File: src/rtl/alu2_reservation_station.sv
// Four-entry ALU2 reservation station: captures pending operands from two
// result buses and issues the lowest-index ready micro-op into a register.
// Ports:
//   iCLOCK, inRESET (async, active-low), iFREE_EX (sync flush)
//   iDISP_* dispatch bundle in, oDISP_LOCK out (station full)
//   iWAKE0_*, iWAKE1_* result broadcasts (WAKE0 wins on a double match)
//   oEX_ALU2_* registered issue bundle, iEX_ALU2_LOCK freezes it
module alu2_reservation_station #(
   parameter int ENTRIES = 4
) (
   input  logic        iCLOCK,
   input  logic        inRESET,
   input  logic        iFREE_EX,
   input  logic        iDISP_VALID,
   input  logic        iDISP_WRITEBACK,
   input  logic [5:0]  iDISP_COMMIT_TAG,
   input  logic [4:0]  iDISP_CMD,
   input  logic [3:0]  iDISP_AFE,
   input  logic        iDISP_SYS_REG,
   input  logic        iDISP_LOGIC,
   input  logic        iDISP_SHIFT,
   input  logic        iDISP_ADDER,
   input  logic        iDISP_SRC0_VALID,
   input  logic [31:0] iDISP_SRC0,
   input  logic        iDISP_SRC1_VALID,
   input  logic [31:0] iDISP_SRC1,
   input  logic        iDISP_DESTINATION_SYSREG,
   input  logic [5:0]  iDISP_DESTINATION_REGNAME,
   input  logic        iDISP_FLAGS_WRITEBACK,
   input  logic [3:0]  iDISP_FLAGS_REGNAME,
   output logic        oDISP_LOCK,
   input  logic        iWAKE0_VALID,
   input  logic [5:0]  iWAKE0_TAG,
   input  logic [31:0] iWAKE0_DATA,
   input  logic        iWAKE1_VALID,
   input  logic [5:0]  iWAKE1_TAG,
   input  logic [31:0] iWAKE1_DATA,
   output logic        oEX_ALU2_VALID,
   output logic        oEX_ALU2_WRITEBACK,
   output logic [5:0]  oEX_ALU2_COMMIT_TAG,
   output logic [4:0]  oEX_ALU2_CMD,
   output logic [3:0]  oEX_ALU2_AFE,
   output logic        oEX_ALU2_SYS_REG,
   output logic        oEX_ALU2_LOGIC,
   output logic        oEX_ALU2_SHIFT,
   output logic        oEX_ALU2_ADDER,
   output logic [31:0] oEX_ALU2_SOURCE0,
   output logic [31:0] oEX_ALU2_SOURCE1,
   output logic        oEX_ALU2_DESTINATION_SYSREG,
   output logic [5:0]  oEX_ALU2_DESTINATION_REGNAME,
   output logic        oEX_ALU2_FLAGS_WRITEBACK,
   output logic [3:0]  oEX_ALU2_FLAGS_REGNAME,
   input  logic        iEX_ALU2_LOCK
);

   typedef struct packed {
      logic        wb;
      logic [5:0]  tag;
      logic [4:0]  cmd;
      logic [3:0]  afe;
      logic        sys_reg;
      logic        logic_u;
      logic        shift;
      logic        adder;
      logic [31:0] src0;
      logic [31:0] src1;
      logic        dst_sys;
      logic [5:0]  dst_reg;
      logic        fl_wb;
      logic [3:0]  fl_reg;
   } uop_t;

   logic [ENTRIES-1:0] valid_q, valid_d;
   logic [ENTRIES-1:0] rdy0_q, rdy0_d;
   logic [ENTRIES-1:0] rdy1_q, rdy1_d;
   uop_t               uop_q [ENTRIES];
   uop_t               uop_d [ENTRIES];

   logic iss_vld_q, iss_vld_d;
   uop_t iss_q, iss_d;

   logic [1:0]  free_idx;
   logic [1:0]  sel_idx;
   logic        any_rdy;
   logic        disp_acc;
   logic        issue;
   logic        d_rdy0, d_rdy1;
   logic [31:0] d_src0, d_src1;
   uop_t        disp_uop;

   assign oDISP_LOCK = &valid_q;
   assign disp_acc   = iDISP_VALID & ~oDISP_LOCK & ~iFREE_EX;
   assign issue      = any_rdy & ~iEX_ALU2_LOCK & ~iFREE_EX;

   // Lowest-index free slot and lowest-index ready slot.
   always_comb begin
      free_idx = '0;
      sel_idx  = '0;
      any_rdy  = 1'b0;
      for (int i = ENTRIES - 1; i >= 0; i--) begin
         if (!valid_q[i]) begin
            free_idx = 2'(i);
         end
         if (valid_q[i] && rdy0_q[i] && rdy1_q[i]) begin
            sel_idx = 2'(i);
            any_rdy = 1'b1;
         end
      end
   end

   // A pending dispatch operand can be satisfied by this cycle's broadcast.
   always_comb begin
      d_rdy0 = iDISP_SRC0_VALID;
      d_src0 = iDISP_SRC0;
      if (!iDISP_SRC0_VALID) begin
         if (iWAKE0_VALID && iWAKE0_TAG == iDISP_SRC0[5:0]) begin
            d_rdy0 = 1'b1;
            d_src0 = iWAKE0_DATA;
         end else if (iWAKE1_VALID && iWAKE1_TAG == iDISP_SRC0[5:0]) begin
            d_rdy0 = 1'b1;
            d_src0 = iWAKE1_DATA;
         end
      end
      d_rdy1 = iDISP_SRC1_VALID;
      d_src1 = iDISP_SRC1;
      if (!iDISP_SRC1_VALID) begin
         if (iWAKE0_VALID && iWAKE0_TAG == iDISP_SRC1[5:0]) begin
            d_rdy1 = 1'b1;
            d_src1 = iWAKE0_DATA;
         end else if (iWAKE1_VALID && iWAKE1_TAG == iDISP_SRC1[5:0]) begin
            d_rdy1 = 1'b1;
            d_src1 = iWAKE1_DATA;
         end
      end
   end

   always_comb begin
      disp_uop.wb      = iDISP_WRITEBACK;
      disp_uop.tag     = iDISP_COMMIT_TAG;
      disp_uop.cmd     = iDISP_CMD;
      disp_uop.afe     = iDISP_AFE;
      disp_uop.sys_reg = iDISP_SYS_REG;
      disp_uop.logic_u = iDISP_LOGIC;
      disp_uop.shift   = iDISP_SHIFT;
      disp_uop.adder   = iDISP_ADDER;
      disp_uop.src0    = d_src0;
      disp_uop.src1    = d_src1;
      disp_uop.dst_sys = iDISP_DESTINATION_SYSREG;
      disp_uop.dst_reg = iDISP_DESTINATION_REGNAME;
      disp_uop.fl_wb   = iDISP_FLAGS_WRITEBACK;
      disp_uop.fl_reg  = iDISP_FLAGS_REGNAME;
   end

   // Entry next state: wakeup, then issue release, then dispatch fill.
   // The dispatch slot is free, so it never collides with the issued slot.
   always_comb begin
      valid_d = valid_q;
      rdy0_d  = rdy0_q;
      rdy1_d  = rdy1_q;
      uop_d   = uop_q;
      for (int i = 0; i < ENTRIES; i++) begin
         if (valid_q[i] && !rdy0_q[i]) begin
            if (iWAKE0_VALID && iWAKE0_TAG == uop_q[i].src0[5:0]) begin
               rdy0_d[i]      = 1'b1;
               uop_d[i].src0 = iWAKE0_DATA;
            end else if (iWAKE1_VALID && iWAKE1_TAG == uop_q[i].src0[5:0]) begin
               rdy0_d[i]      = 1'b1;
               uop_d[i].src0 = iWAKE1_DATA;
            end
         end
         if (valid_q[i] && !rdy1_q[i]) begin
            if (iWAKE0_VALID && iWAKE0_TAG == uop_q[i].src1[5:0]) begin
               rdy1_d[i]      = 1'b1;
               uop_d[i].src1 = iWAKE0_DATA;
            end else if (iWAKE1_VALID && iWAKE1_TAG == uop_q[i].src1[5:0]) begin
               rdy1_d[i]      = 1'b1;
               uop_d[i].src1 = iWAKE1_DATA;
            end
         end
         if (issue && sel_idx == 2'(i)) begin
            valid_d[i] = 1'b0;
         end
         if (disp_acc && free_idx == 2'(i)) begin
            valid_d[i] = 1'b1;
            rdy0_d[i]  = d_rdy0;
            rdy1_d[i]  = d_rdy1;
            uop_d[i]   = disp_uop;
         end
      end
      if (iFREE_EX) begin
         valid_d = '0;
      end
   end

   // Issue register: frozen under the execute lock, cleared by flush.
   always_comb begin
      iss_vld_d = iss_vld_q;
      iss_d     = iss_q;
      if (iFREE_EX) begin
         iss_vld_d = 1'b0;
      end else if (!iEX_ALU2_LOCK) begin
         iss_vld_d = issue;
         if (issue) begin
            iss_d = uop_q[sel_idx];
         end
      end
   end

   always_ff @(posedge iCLOCK or negedge inRESET) begin
      if (!inRESET) begin
         valid_q   <= '0;
         rdy0_q    <= '0;
         rdy1_q    <= '0;
         iss_vld_q <= 1'b0;
         iss_q     <= '0;
         for (int i = 0; i < ENTRIES; i++) begin
            uop_q[i] <= '0;
         end
      end else begin
         valid_q   <= valid_d;
         rdy0_q    <= rdy0_d;
         rdy1_q    <= rdy1_d;
         iss_vld_q <= iss_vld_d;
         iss_q     <= iss_d;
         for (int i = 0; i < ENTRIES; i++) begin
            uop_q[i] <= uop_d[i];
         end
      end
   end

   assign oEX_ALU2_VALID               = iss_vld_q;
   assign oEX_ALU2_WRITEBACK           = iss_q.wb;
   assign oEX_ALU2_COMMIT_TAG          = iss_q.tag;
   assign oEX_ALU2_CMD                 = iss_q.cmd;
   assign oEX_ALU2_AFE                 = iss_q.afe;
   assign oEX_ALU2_SYS_REG             = iss_q.sys_reg;
   assign oEX_ALU2_LOGIC               = iss_q.logic_u;
   assign oEX_ALU2_SHIFT               = iss_q.shift;
   assign oEX_ALU2_ADDER               = iss_q.adder;
   assign oEX_ALU2_SOURCE0             = iss_q.src0;
   assign oEX_ALU2_SOURCE1             = iss_q.src1;
   assign oEX_ALU2_DESTINATION_SYSREG  = iss_q.dst_sys;
   assign oEX_ALU2_DESTINATION_REGNAME = iss_q.dst_reg;
   assign oEX_ALU2_FLAGS_WRITEBACK     = iss_q.fl_wb;
   assign oEX_ALU2_FLAGS_REGNAME       = iss_q.fl_reg;

endmodule

File: config.mk
export PLATFORM = sky130hd
export DESIGN_NAME = alu2_reservation_station
export DESIGN_NICKNAME = d
export VERILOG_FILES = /design/src/rtl/alu2_reservation_station.sv
export SDC_FILE = /design/constraint.sdc
export NUM_CORES = 1
export LEC_CHECK = 0
export ABC_AREA = 1
export ABC_CLOCK_PERIOD_IN_PS = 1700
export BUFFER_PORTS_ARGS = -buffer_cell sky130_fd_sc_hd__buf_4
export CAP_MARGIN = 20
export CORE_MARGIN = 2
export CORE_UTILIZATION = 30
export DETAILED_ROUTE_END_ITERATION = 12
export GPL_TIMING_DRIVEN = 0
export PLACE_DENSITY = 0.49
export SKIP_LAST_GASP = 1
export SYNTH_ARGS = -nofsm -noshare
export SYNTH_HDL_FRONTEND = slang
export SYNTH_SLANG_ARGS = --single-unit
File: constraint.sdc
create_clock -name iCLOCK -period 1.7 [get_ports iCLOCK]
set_clock_uncertainty 0.05 [all_clocks]
set_input_delay 0.34 -clock iCLOCK [delete_from_list [all_inputs] [get_ports iCLOCK]]
set_output_delay 0.34 -clock iCLOCK [all_outputs]
set_load 0.1 [all_outputs]
* After elaboration in Yosys (flattened, before gate mapping)
Index checks and enable logic that the tools add are counted. Widths: inputs -> output; s select.
Storage, ports and cells: input port bits 181, flip-flop bits (word level) 493, output and inout bits 98
Cells by class: reduce and logical (&&, ||, !) cells 84, multiplexer cells 98, magnitude comparators 1, eq/ne operators 27, bitwise gates (word level) 8
Operators by type and width (count):
- $mux 32 | 30
- $mux 76 | 4
- $bmux 96 s2 | 1
- $mux 96 | 2
- $eq 6x6->1 | 20
- $mux 1 | 52
- $logic_and 1x1->1 | 44
- $reduce_bool 3->1 | 12
- $mux 2 | 8
- $reduce_and 2->1 | 8
- $reduce_bool 2->1 | 8
- $eq 2x2->1 const B | 4
- $logic_not 1->1 | 8
- $and 1x1->1 | 4
- $eq 2x1->1 const B | 2
- $logic_not 2->1 | 2
- $mux 4 | 1
- $reduce_and 4->1 | 1
- $ge 3x3->1 const B | 1
- $not 1->1 | 3
- $not 2->3 | 1
- $reduce_and 3->1 | 1
- $ne 2x2->1 const B | 1

* Depth between registers and ports, before layout
depth after elaboration 12, gate-level depth with buffers 17

* Worst setup path after synthesis
No wires, ideal clock.
kind flip-flop to output port, from register valid_q[1], to output oDISP_LOCK, data required time 1.310 ns, stages on the path, launching flop included 3, setup slack -0.444 ns, arrival time 1.754 ns, cell sequence dfrtp_1 -> nand2_1 -> nor2_1
On the way: word-level cells in the longest chain between the ends 1
Ends and longest elaborated chain:
- from (decl) | RTL line 73 | logic [ENTRIES-1:0] valid_q, valid_d;
- from (signal assigned) | RTL line 220 | valid_q <= valid_d;
- $reduce_and 4->1 | RTL line 91 | assign oDISP_LOCK = &valid_q;
- to (decl) | RTL line 31 | output logic oDISP_LOCK,
No other way between the ends.

* Worst setup path in the final report
from register uop_q[238] (netlist bit), to register uop_q[245] (netlist bit)
On the way: word-level cells in the longest chain between the ends 5, elaborated cells on any way between the ends 9
Ends and longest elaborated chain:
- from (decl) | RTL line 76 | uop_t uop_q [ENTRIES];
- from (signal, indexed assignment) | RTL line 226 | uop_q[i] <= uop_d[i];
- $eq 6x6->1 | RTL line 163 | if (iWAKE0_VALID && iWAKE0_TAG == uop_q[i].src0[5:0]) begin
- $logic_and 1x1->1 | RTL line 163
- $mux 32 | RTL line 163
- $mux 32 | RTL line 162 | if (valid_q[i] && !rdy0_q[i]) begin
- $mux 76 | RTL line 183 | if (disp_acc && free_idx == 2'(i)) begin
Parallel ways exist; a longest one is shown, timed or not. The select of a mux whose other input is x is not followed. A chain may end at the register's enable or synchronous reset.

==> metrics.md <==
| Metric | Value |
|---|---|
| Gpl congestion | approximately 0.97 |
| Final Core Density | 47.4% |
| Hold EP | uop_q[147]$_DFFE_PN0P_ |
| Worst setup margin | -0.477 ns |
| Post-synthesis sequential area ratio | between 30% and 40% |
| Synth async-reset ratio | 100% |
| Synth Flop Type | dfrtp_1 |
| Yosys reg bits | roughly 500 |
| Xor/xnor share of the synthesized area | 0.575% |
| Routed vias/inst | 5.54 |
| Clock network fraction of total power | 23.4% |
| Initial antenna violation count | 11 |
| Clock root buffer | clkbuf_16 |
| Count of final max-slew check failures | 0 |
| Number of remaining DRC errors | 0 |
| Synth Area in Adders | 0% |
| Switch Pwr | 0.0287 W |
| Worst Tran Pin Value | 1.16 ns |
| Synth cell types | 33 |
| Crit Reg-Reg Endpoint | uop_q[245]$_DFFE_PN0P_ |
| Crit path time final | 2.18 ns |
| Final instance area | 0.0500 mm2 |
| Share of cells above drive strength 1 | 33.4% |
| Unrepaired setup endpoints after global routing | yes |
| Combinational Power Share | 44.9% |
| Largest cells by area after synthesis | dfrtp_1, nand2_1, nand3_1 |
| Initial core utilization | 30.3% |
| Clock buffer depth | 3 |
| Register share of total power | 31.7% |
| Worst vdd ir | 1.31 mV |
| Multi-input gate area | 0.0205 mm2 |
| Dpl hpwl | 126 mm |
| Largest family of logic cells by synthesized area | simple AND/OR/NAND/NOR gates |
| Post-synthesis compound-gate area fraction | 7.40% |
| Flop-to-flop setup slack | -0.48 ns |
| Internal cell power | 0.0321 W |
| CP startpoint | uop_q[238]$_DFFE_PN0P_ |
| Worst-path maximum fanout | 5 |
| Startpoint types | register |
| Global-route wire length before repair | 262 mm |
| Post-synth EDFFs | 0 |
| Drt wl/cell | 27.3 um |
| CP endpoint kind | register |
| Reg2Reg Depth | 11 |
| CTS tree | yes |
| Initial DRC count | 5116 |
| Fill count | 10500 |
| Syn_area_per_cell | 6.30 um2 |
| PD cells | 1220 mW/mm2 |
| Antenna viol nets, final | 0 |
| GRT overflow | 0 |
| Worst EP arrival | ~2.7 ns |
| Final count of hold timing violations | 0 |
| Syn nets | roughly 5300 |
| Sw frac | 47.2% |
| Leading area contributor after synthesis | dfrtp_1 |
| Worst Hold Path Cells | 5 |
| Cell count after synthesis | around 5000 |
| Final Cycle Share | 128% |
| F_max | 0.459 GHz |
| CP required | 2.25 ns |
| Post-synthesis mux area share | 0% |
| Core Box Area | 0.105 mm2 |
| Worst hold path type | input pin to register |
| Top-area cell type share of the netlist area | 38.6% |
| Largest net degree at the start of global routing | 107 |
| Critical path type | register to register |
| Leak Pwr | 24.5 nW |
| Worst hold path startpoint | iDISP_SRC0[7] |
| CTS Sinks | 493 |
| CTS H-tree depth | 2 |
| Latest clock arrival within the worst-skew pair | 0.71 ns |
| Die X | 330 um |
| Synth warn | 0 |
| GRT Util Overall | 33.3% |
| Crit Reg-Reg Startpoint | uop_q[238]$_DFFE_PN0P_ |
| Total die area | about 0.11 mm2 |
| Row cnt | 119 |
| Vias in the first global route | 36400 |
| Maxcap violations | 0 |
| I/O Pins | 279 |
| Via count | roughly 40000 |
| Layout area overhead | 56.3% |
| Post-Route WL | about 200 mm |
| Storage cell area | 0.0124 mm2 |
| Failing checks | setup timing |
| Worst relative slew slack | 22.9% |
| Synth Area in Simple Gates | 42.4% |
| Dpl cell area | ~0.036 mm2 |
| Post-Syn Area | 0.0320 mm2 |
| Port bufs | 239 |
| Clock transition at path regs | 0.07 ns |
| DRT Pass-1 Iters | 6 |
| # setup viols final | between 500 and 600 |
| Nets | 5917 |
| Outcome | finished, violations left |
| Total CTS buffers | 59 |
| Die height | 330 um |
synth_stat cells (all sizes together), types with 5 or more instances:
library cell	instances
o21ai	255
o22ai	5
nand4	71
dfrtp	493
a21boi	5
nand2	1901
inv	499
a21oi	187
nor3	40
nand3	896
nor2	324
buf	188
clkinv	11
xor2	11
clkbuf	169
xnor2	10
cells by family (layout without fill, tap and decap cells):
logic type	count (synthesis)	after routing
other	0	8
AO/OA/AOI/OAI	460	460
AND/OR/NAND/NOR	3232	3232
XOR/XNOR	21	21
buffers and inverters	867	1579
flip-flops	493	493
per-stage QoR:
| step | power, W | instances | setup WS (ns) | TNS, ns | hold WS (ns) |
|---|---|---|---|---|---|
| floorplan | 0.0339 | 5073 | -0.0473 | -4.23 | -0.00559 |
| global placement | 0.0406 | 6703 | -5.76 | -3501.13 | 0.415 |
| detailed placement | 0.0409 | 6716 | -1.74 | -644.38 | 0.122 |
| CTS | 0.0581 | 7075 | -0.347 | -119.20 | 0.000205 |
| global route | 0.0632 | 7176 | -0.463 | -157.39 | 0.0519 |
| finish | 0.0609 | 7184 | -0.477 | -142.12 | 0.0141 |
how the worst max path moves through the flow:
stage,to,depth (start not counted),slack (ns)
2_1_floorplan,uop_q[361]$_DFFE_PN0P_,16,-0.05
3_3_place_gp,oEX_ALU2_SOURCE0[15]$_DFFE_PN0P_,1,-5.76
3_5_place_dp,uop_q[170]$_DFFE_PN0P_,13,-1.74
4_1_cts,uop_q[219]$_DFFE_PN0P_,12,-0.35
5_1_grt,oEX_ALU2_DESTINATION_REGNAME[5]$_DFFE_PN0P_,10,-0.46
6_report,uop_q[245]$_DFFE_PN0P_,11,-0.48
power groups by stage:
stage	combinational (W)	clock (W)	sequential, W
after floorplan	0.00776	0	0.0261
after global placement	0.0219	0	0.0187
after detailed placement	0.0222	0	0.0187
after CTS	0.0250	0.0143	0.0187
after global routing	0.0288	0.0148	0.0196
final	0.0273	0.0142	0.0193
metal layers:
metal	wire (um)	vias to the layer above	share of wire [%]	global-route usage, %
met1	79100	19300	40	44.4
li1	-	17400	-	-
met3	21500	603	11	7.47
met2	83000	2436	42	49.7
met5	134	-	0.068	0.957
met4	12400	9	6.3	18.4
final cells by class:
class                      count  share of cell area, %
timing repair buffer         617                   14.4
timing repair inverter         1                 0.0225
tap                         1391                   3.48
clock buffer                  82                   3.39
inverter                     510                   3.98
multi-input combinational   3713                   40.9
antenna                        8                 0.0401
buffer                       341                   8.13
sequential                   493                   24.8
clock inverter                28                  0.824
state kept, by name (all words and copies together) (netlist names), 5 cells and up:
| register | flops |
|---|---|
| oEX_ALU2_CMD | 5 |
| oEX_ALU2_COMMIT_TAG | 6 |
| oEX_ALU2_DESTINATION_REGNAME | 6 |
| oEX_ALU2_SOURCE0 | 32 |
| oEX_ALU2_SOURCE1 | 32 |
| uop_q | 384 |
cells in the final DEF (no fill, tap or decap), types with 108 or more instances in the layout:
cell type     n
nand2_1    1537
nand3_1     662
dfrtp_1     439
inv_1       407
buf_4       399
nor2_1      244
nand2_2     238
nand3_2     184
o21ai_0     132
clkbuf_16   130
buf_12      124
nand2_4     108
worst max-delay path, cell delays in order (launching register included):
cell	delay, ns
dfrtp_2	0.49
xor2_2	0.18
nor2_4	0.28
nand3_4	0.25
buf_6	0.23
clkbuf_16	0.17
nand2_1	0.06
nand2_1	0.09
nand3_2	0.09
nand2_1	0.08
inv_2	0.04
nand2_1	0.04
timing repair:
item	4_1_cts	5_1_grt
gates resized for setup	1029	1139
hold buffers	66	0
setup buffers	154	73
pin swaps	167	225
endpoints found under the hold margin	531	0
cloned	40	49
endpoints found under the setup margin	591	590
Power figures use the tool's default switching activity.
